`src/rtl/lane_pkg.sv`:
```
// Shared types for the ramp arbiter: FSM state encoding, direction codes and
// sensor patterns written as {sensor_a, sensor_b}, both active low.
package lane_pkg;

    typedef enum logic [3:0] {
        IDLE     = 4'd0,
        IN_WAIT  = 4'd1,
        IN_A     = 4'd2,
        IN_AB    = 4'd3,
        IN_B     = 4'd4,
        OUT_WAIT = 4'd5,
        OUT_B    = 4'd6,
        OUT_BA   = 4'd7,
        OUT_A    = 4'd8
    } lane_state_e;

    localparam logic DIR_IN  = 1'b0;
    localparam logic DIR_OUT = 1'b1;

    localparam logic [1:0] CLEAR  = 2'b11;
    localparam logic [1:0] A_ONLY = 2'b01;
    localparam logic [1:0] BOTH   = 2'b00;
    localparam logic [1:0] B_ONLY = 2'b10;

    function automatic logic is_in_state(input lane_state_e s);
        return (s == IN_WAIT) || (s == IN_A) || (s == IN_AB) || (s == IN_B);
    endfunction

    function automatic logic is_out_state(input lane_state_e s);
        return (s == OUT_WAIT) || (s == OUT_B) || (s == OUT_BA) || (s == OUT_A);
    endfunction

endpackage

```
`src/rtl/lane_arbiter_if.sv`:
```
// Request, sensor, grant and occupancy signals of the ramp arbiter.
// master = gate/request side driving requests and sensors; slave = arbiter.
interface lane_arbiter_if #(
    parameter int COUNT_W = 3
);
    logic               req_in;
    logic               req_out;
    logic               sensor_a;
    logic               sensor_b;
    logic               grant_in;
    logic               grant_out;
    logic [COUNT_W-1:0] count;
    logic               full;
    logic               empty;

    modport master (
        output req_in, req_out, sensor_a, sensor_b,
        input  grant_in, grant_out, count, full, empty
    );

    modport slave (
        input  req_in, req_out, sensor_a, sensor_b,
        output grant_in, grant_out, count, full, empty
    );
endinterface

```
`src/rtl/lane_arbiter_sensor_sync.sv`:
```
// Two-flop synchronizer for the beam sensors; 2-cycle latency, no backpressure.
// Resets to all ones so a reset never looks like a blocked beam.
module sensor_sync #(
    parameter int WIDTH = 2
) (
    input  logic             clk,
    input  logic             reset,
    input  logic [WIDTH-1:0] d_in,
    output logic [WIDTH-1:0] q_out
);
    logic [WIDTH-1:0] meta_d, meta_q;
    logic [WIDTH-1:0] sync_d, sync_q;

    always_comb begin
        meta_d = d_in;
        sync_d = meta_q;
    end

    always_ff @(posedge clk) begin
        if (reset) begin
            meta_q <= '1;
            sync_q <= '1;
        end else begin
            meta_q <= meta_d;
            sync_q <= sync_d;
        end
    end

    assign q_out = sync_q;
endmodule

```
`src/rtl/lane_arbiter.sv`:
```
// Single-lane ramp arbiter: grants entry/exit one at a time, tracks the car over the
// sensor pair and updates occupancy; grant 1 cycle after request, LANE_SENSOR_SYNC_EN adds 2-cycle sensor sync.
module lane_arbiter
    import lane_pkg::*;
#(
    parameter int CAPACITY = 7,
    parameter int COUNT_W  = 3,
    parameter int TIMEOUT  = 16,
    parameter int TIMER_W  = 5
) (
    input  logic           clk,
    input  logic           reset,
    lane_arbiter_if.slave  lane
);
    lane_state_e        state_d, state_q;
    logic [TIMER_W-1:0] timer_d, timer_q;
    logic [COUNT_W-1:0] count_d, count_q;
    logic               last_dir_d, last_dir_q;
    logic               grant_in_d, grant_in_q;
    logic               grant_out_d, grant_out_q;

    logic [1:0] sens_raw;
    logic [1:0] sens;
    logic       full;
    logic       empty;
    logic       elig_in;
    logic       elig_out;

    assign sens_raw = {lane.sensor_a, lane.sensor_b};

`ifdef LANE_SENSOR_SYNC_EN
    sensor_sync #(.WIDTH(2)) u_sensor_sync (
        .clk   (clk),
        .reset (reset),
        .d_in  (sens_raw),
        .q_out (sens)
    );
`else
    assign sens = sens_raw;
`endif

    assign full     = (count_q == COUNT_W'(CAPACITY));
    assign empty    = (count_q == '0);
    assign elig_in  = lane.req_in & ~full;
    assign elig_out = lane.req_out & ~empty;

    always_comb begin
        state_d    = state_q;
        timer_d    = timer_q;
        count_d    = count_q;
        last_dir_d = last_dir_q;

        unique case (state_q)
            IDLE: begin
                // On a tie, serve whichever direction was not granted last.
                if (elig_in && (!elig_out || last_dir_q == DIR_OUT)) begin
                    state_d    = IN_WAIT;
                    timer_d    = '0;
                    last_dir_d = DIR_IN;
                end else if (elig_out) begin
                    state_d    = OUT_WAIT;
                    timer_d    = '0;
                    last_dir_d = DIR_OUT;
                end
            end
            IN_WAIT: begin
                if (sens == A_ONLY)                           state_d = IN_A;
                else if (!lane.req_in)                        state_d = IDLE;
                else if (timer_q == TIMER_W'(TIMEOUT - 1))    state_d = IDLE;
                else                                          timer_d = timer_q + TIMER_W'(1);
            end
            IN_A: begin
                if (sens == BOTH) begin
                    state_d = IN_AB;
                end else if (sens == CLEAR) begin
                    state_d = IN_WAIT;
                    timer_d = '0;
                end
            end
            IN_AB: begin
                if (sens == B_ONLY)      state_d = IN_B;
                else if (sens == A_ONLY) state_d = IN_A;
            end
            IN_B: begin
                if (sens == CLEAR) begin
                    state_d = IDLE;
                    count_d = count_q + COUNT_W'(1);
                end else if (sens == BOTH) begin
                    state_d = IN_AB;
                end
            end
            OUT_WAIT: begin
                if (sens == B_ONLY)                           state_d = OUT_B;
                else if (!lane.req_out)                       state_d = IDLE;
                else if (timer_q == TIMER_W'(TIMEOUT - 1))    state_d = IDLE;
                else                                          timer_d = timer_q + TIMER_W'(1);
            end
            OUT_B: begin
                if (sens == BOTH) begin
                    state_d = OUT_BA;
                end else if (sens == CLEAR) begin
                    state_d = OUT_WAIT;
                    timer_d = '0;
                end
            end
            OUT_BA: begin
                if (sens == A_ONLY)      state_d = OUT_A;
                else if (sens == B_ONLY) state_d = OUT_B;
            end
            OUT_A: begin
                if (sens == CLEAR) begin
                    state_d = IDLE;
                    count_d = count_q - COUNT_W'(1);
                end else if (sens == BOTH) begin
                    state_d = OUT_BA;
                end
            end
            default: state_d = IDLE;
        endcase

        // Grants are registered from the next state so they drop with the count update.
        grant_in_d  = is_in_state(state_d);
        grant_out_d = is_out_state(state_d);
    end

    always_ff @(posedge clk) begin
        if (reset) begin
            state_q     <= IDLE;
            timer_q     <= '0;
            count_q     <= '0;
            last_dir_q  <= DIR_OUT;
            grant_in_q  <= 1'b0;
            grant_out_q <= 1'b0;
        end else begin
            state_q     <= state_d;
            timer_q     <= timer_d;
            count_q     <= count_d;
            last_dir_q  <= last_dir_d;
            grant_in_q  <= grant_in_d;
            grant_out_q <= grant_out_d;
        end
    end

    assign lane.grant_in  = grant_in_q;
    assign lane.grant_out = grant_out_q;
    assign lane.count     = count_q;
    assign lane.full      = full;
    assign lane.empty     = empty;

endmodule

```
`src/flat_wrapper.sv`:
```
// flat-port wrapper written by rule: the top's interface ports become plain ports
module lane_arbiter_flat import lane_pkg::*;
#(
    parameter int CAPACITY = 7,
    parameter int COUNT_W  = 3,
    parameter int TIMEOUT  = 16,
    parameter int TIMER_W  = 5
)
  (clk, reset, lane_req_in, lane_req_out, lane_sensor_a, lane_sensor_b, lane_grant_in, lane_grant_out, lane_count, lane_full, lane_empty);
  lane_arbiter_if #(.COUNT_W(COUNT_W)) lane_i ();
  input  logic clk;
  input  logic reset;
  input wire logic [$bits(lane_i.req_in)-1:0] lane_req_in;
  input wire logic [$bits(lane_i.req_out)-1:0] lane_req_out;
  input wire logic [$bits(lane_i.sensor_a)-1:0] lane_sensor_a;
  input wire logic [$bits(lane_i.sensor_b)-1:0] lane_sensor_b;
  output wire logic [$bits(lane_i.grant_in)-1:0] lane_grant_in;
  output wire logic [$bits(lane_i.grant_out)-1:0] lane_grant_out;
  output wire logic [$bits(lane_i.count)-1:0] lane_count;
  output wire logic [$bits(lane_i.full)-1:0] lane_full;
  output wire logic [$bits(lane_i.empty)-1:0] lane_empty;
  assign lane_i.req_in = lane_req_in;
  assign lane_i.req_out = lane_req_out;
  assign lane_i.sensor_a = lane_sensor_a;
  assign lane_i.sensor_b = lane_sensor_b;
  assign lane_grant_in = lane_i.grant_in;
  assign lane_grant_out = lane_i.grant_out;
  assign lane_count = lane_i.count;
  assign lane_full = lane_i.full;
  assign lane_empty = lane_i.empty;
  lane_arbiter #(.CAPACITY(CAPACITY), .COUNT_W(COUNT_W), .TIMEOUT(TIMEOUT), .TIMER_W(TIMER_W)) u_core (.clk(clk), .reset(reset), .lane(lane_i));
endmodule
```
`config.mk`:
```
export PLATFORM = sky130hd
export DESIGN_NAME = lane_arbiter_flat
export DESIGN_NICKNAME = d
export VERILOG_FILES = /design/src/rtl/lane_pkg.sv /design/src/rtl/lane_arbiter_if.sv /design/src/rtl/lane_arbiter_sensor_sync.sv /design/src/rtl/lane_arbiter.sv /design/src/flat_wrapper.sv
export SDC_FILE = /design/constraint.sdc
export NUM_CORES = 1
export LEC_CHECK = 0
export ABC_AREA = 1
export CORE_UTILIZATION = 35
export CTS_BUF_LIST = sky130_fd_sc_hd__clkbuf_4 sky130_fd_sc_hd__clkbuf_8
export CTS_CLUSTER_SIZE = 28
export DETAILED_ROUTE_END_ITERATION = 10
export PLACE_DENSITY = 0.65
export SETUP_SLACK_MARGIN = 0.2
export SKIP_LAST_GASP = 1
export SYNTH_ARGS = -nofsm -noshare
export SYNTH_HDL_FRONTEND = slang
export SYNTH_HIERARCHICAL = 1
export SYNTH_SLANG_ARGS = --single-unit
export TNS_END_PERCENT = 10
```
`constraint.sdc`:
```
create_clock -name clk -period 1.5 [get_ports clk]
set_input_delay 0.15 -clock clk [delete_from_list [all_inputs] [get_ports clk]]
set_output_delay 0.15 -clock clk [all_outputs]
set_load 0.02 [all_outputs]
```
==> results.py <==
metrics = {
    "floorplan": {
        "die_x_um": 57.4,
        "coreArea_mm2": 0.00283,
        "dieArea_mm2": 0.00329,
        "start_util_pct": 37.9,
        "die_h_um": 57.4,
        "fp-row-count": 19,
        "ios": 13,
    },
    "routing": {
        "vias": 1159,
        "detail_route.wl_per_cell_um": 10.8,
        "dr.pass1.iters": 7,
        "initialDrtViolationCount": 46,
        "routed_via_density": 4.75,
        "routed_wl_um": 2650,
        "drc": 2,
        "antenna_left": 0,
    },
    "sta": {
        "slew_violations": 0,
        "timing.slew.headroom_pct": 79.0,
        "setup_slack_ps": -195,
        "hold_ws_ps": 463,
        "period_minus_slack_ps": 1700,
        "max_freq_mhz": 590,
        "clock_skew_ps": 4.69,
        "finalSetupViolations": 12,
        "min_period_over_period_pct": 113,
        "rsz0062_at_grt": "yes",
        "hold_viol": 0,
        "worst_slew_pin_slew_ps": 315,
    },
    "global_routing": {
        "grt_pass1_vias": 984,
        "antenna_found_initial": 0,
        "grt.overflow.total": 0,
        "grt_max_degree": 12,
        "grt_usage_pct": 16.8,
        "grt_pass1_wl_um": 4200,
    },
    "layout": {
        "antennaDiodeCount": 0,
        "register_area_um2": 303,
        "areaGrowthSynthToFinish_pct": 33.9,
        "fillCellCount": 290,
        "fin_nets": 223,
        "drive_gt1_share_pct": 25.8,
        "multi_input_area_um2": 711,
    },
    "logic_synthesis": {
        "ys_types": 22,
        "avgSynthCellArea_um2": 5.93,
        "synth_top_area_share_pct": 28.0,
        "yosysWarnings": 6,
        "synth_area_leader_cell": "dfxtp_1",
        "yosysSeqAreaShare_pct": 28.0,
        "synth_area_leaders": "dfxtp_1 28%, nand2_1 20%, nor2_1 8.7%",
        "synthCells": 181,
        "synth_nets": 190,
        "netlist_area_mm2": 0.00107,
        "synth_seq_cells": 15,
    },
    "placed_design": {
        "port_buffers": 12,
        "dpl_worst_slack_ps": -284,
        "routabilityCongestion": 0.891,
        "dp_hpwl_um": 2080,
    },
    "power_and_ir_drop": {
        "p_per_area_mw_per_mm2": 645,
        "ir_drop_v": 0.000470,
        "leakage_uw": 0.000749,
    },
    "cts": {
        "numCtsBuffers": 3,
        "clkLatencyLatePin_ps": 300,
        "clock_sinks": 15,
        "cts_tree": "yes",
        "cts.htree.levels": 1,
        "clkSlewWorstSetupHoldPaths_ps": 90,
        "clockBufferDepth": 2,
        "root_buffer": "clkbuf_4",
    },
    "worst_setup_path": {
        "start_kind": "flip-flop",
        "cp-end-kind": "flip-flop",
        "rr_endpoint": "u_core/lane.grant_in$_SDFF_PP0_",
        "critical_path.max_fanout": 3,
        "worstSetupStartpoint": "u_core/timer_q[1]$_SDFFE_PP0P_",
        "critPathRequiredTime_ps": 1700,
        "worst-r2r-setup-slack_ps": -200,
        "rr_startpoint": "u_core/timer_q[1]$_SDFFE_PP0P_",
        "worst-setup-path-type": "reg2reg",
        "cp.arrival_ps": 1890,
        "reg2reg_depth": 14,
        "critPathCapture": "u_core/lane.grant_in$_SDFF_PP0_",
    },
    "flow_run": {
        "cap_viol_max_count": 0,
    },
    "hold_path": {
        "hold_class": "reg2reg",
    },
    "run_status": {
        "failed_checks": "design-rule violations, negative setup slack",
        "outcome": "complete, but fails checks",
    },
}
-- worst max-delay path, stage by stage (launching register included) --
cell and delay, ps:
dfxtp_2 360, ha_4 140, nand2_2 50, nor2_2 70, ha_2 180, inv_2 40
buf_4 130, nand3_1 70, nor2_1 50, nor2_2 110, nand3_2 120, nor2_2 120
nand2_1 70, nand2_1 50, nor2_1 40
-- cell usage after synthesis --
master	number
inv_2	5
nand3_1	18
a21oi_2	1
dfxtp_1	15
inv_1	24
o21ai_2	1
o21ai_0	5
nor2_1	25
nand2_4	1
nand2_1	56
a21oi_1	10
ha_1	2
nand4_1	1
nor2_2	4
clkbuf_1	1
nand3_2	2
nand2_2	2
fa_1	1
xor2_1	2
o21ai_1	2
nor2_4	1
nand3b_1	2
-- per-layer routing --
metal  global-route usage, %  wire length, um  vias to the layer above
met5                       0                0                        -
met4                    10.5               75                        0
met3                    2.04              104                        7
met2                    22.8             1110                       28
met1                    24.8             1360                      492
li1                        -                -                      632
-- metrics by stage --
stage | power, uW | area [um^2] | utilization, % | instances | setup TNS, ps
finish | 927 | 1440 | 50.8 | 244 | -938
global route | 975 | 1440 | 50.8 | 244 | -2580
CTS | 928 | 1390 | 49.2 | 243 | -1010
detailed placement | 661 | 1360 | 48.2 | 239 | -1690
global placement | 663 | 1360 | 48.2 | 239 | -1800
floorplan | 578 | 1090 | - | 181 | -64.1
-- state kept, by name, summed over array words and instances, names as in the netlist --
name                   cells
u_core/lane.grant_in       1
u_core/last_dir_q          1
u_core/lane.count          3
u_core/lane.grant_out      1
u_core/state_q             4
u_core/timer_q             5
-- final cells by class --
class	count	area share [%]
Multi-Input combinational cell	136	49.4
Clock buffer	4	2.09
Tap cell	31	2.70
Sequential cell	15	21.1
Inverter	29	7.57
Timing Repair Buffer	29	17.1
-- kinds of logic after synthesis --
family,synth area share [%]
AOI/OAI and AO/OA,9.56
xor gates and xnor gates,1.63
adders and majority gates,4.20
buffers and inverters,10.5
DFF,28.0
and+or+nand+nor,46.2
-- report_power, final --
| part | internal (uW) | switching [uW] | total, uW |
|---|---|---|---|
| Clock | 122 | 143 | 265 |
| Combinational | 97.0 | 135 | 232 |
| Sequential | 419 | 12.2 | 431 |
-- what timing repair did --
item,CTS,global route
pin swaps,0,4
buffers inserted,0,1
hold buffers,0,0
setup endpoints to repair,19,21
resized for setup,1,14
-- placed cells by master (no fill, tap or decap), types with 2 or more instances in the layout --
cell and n:
o21ai_0 5, nor2_1 20, a21oi_1 10, o21ai_1 2
nand3_2 5, nand2_1 53, nand2_2 5, inv_2 7
xor2_1 2, clkbuf_4 4, nand3b_1 2, nor2_2 9
nand3_1 15, inv_1 22, buf_4 17, dfxtp_1 13
dfxtp_2 2, clkdlybuf4s50_1 11
-- how the worst min path moves through the flow --
stage	from	endpoint	cells past startpoint
floorplan	reset	u_core/timer_q[0]$_SDFFE_PP0P_	1
global placement	u_core/last_dir_q$_SDFFE_PP1P_	u_core/last_dir_q$_SDFFE_PP1P_	2
detailed placement	u_core/last_dir_q$_SDFFE_PP1P_	u_core/last_dir_q$_SDFFE_PP1P_	2
CTS	u_core/last_dir_q$_SDFFE_PP1P_	u_core/last_dir_q$_SDFFE_PP1P_	2
global route	reset	u_core/timer_q[2]$_SDFFE_PP0P_	2
finish	u_core/last_dir_q$_SDFFE_PP1P_	u_core/last_dir_q$_SDFFE_PP1P_	2
No activity file was read; power rests on OpenSTA's default activity.
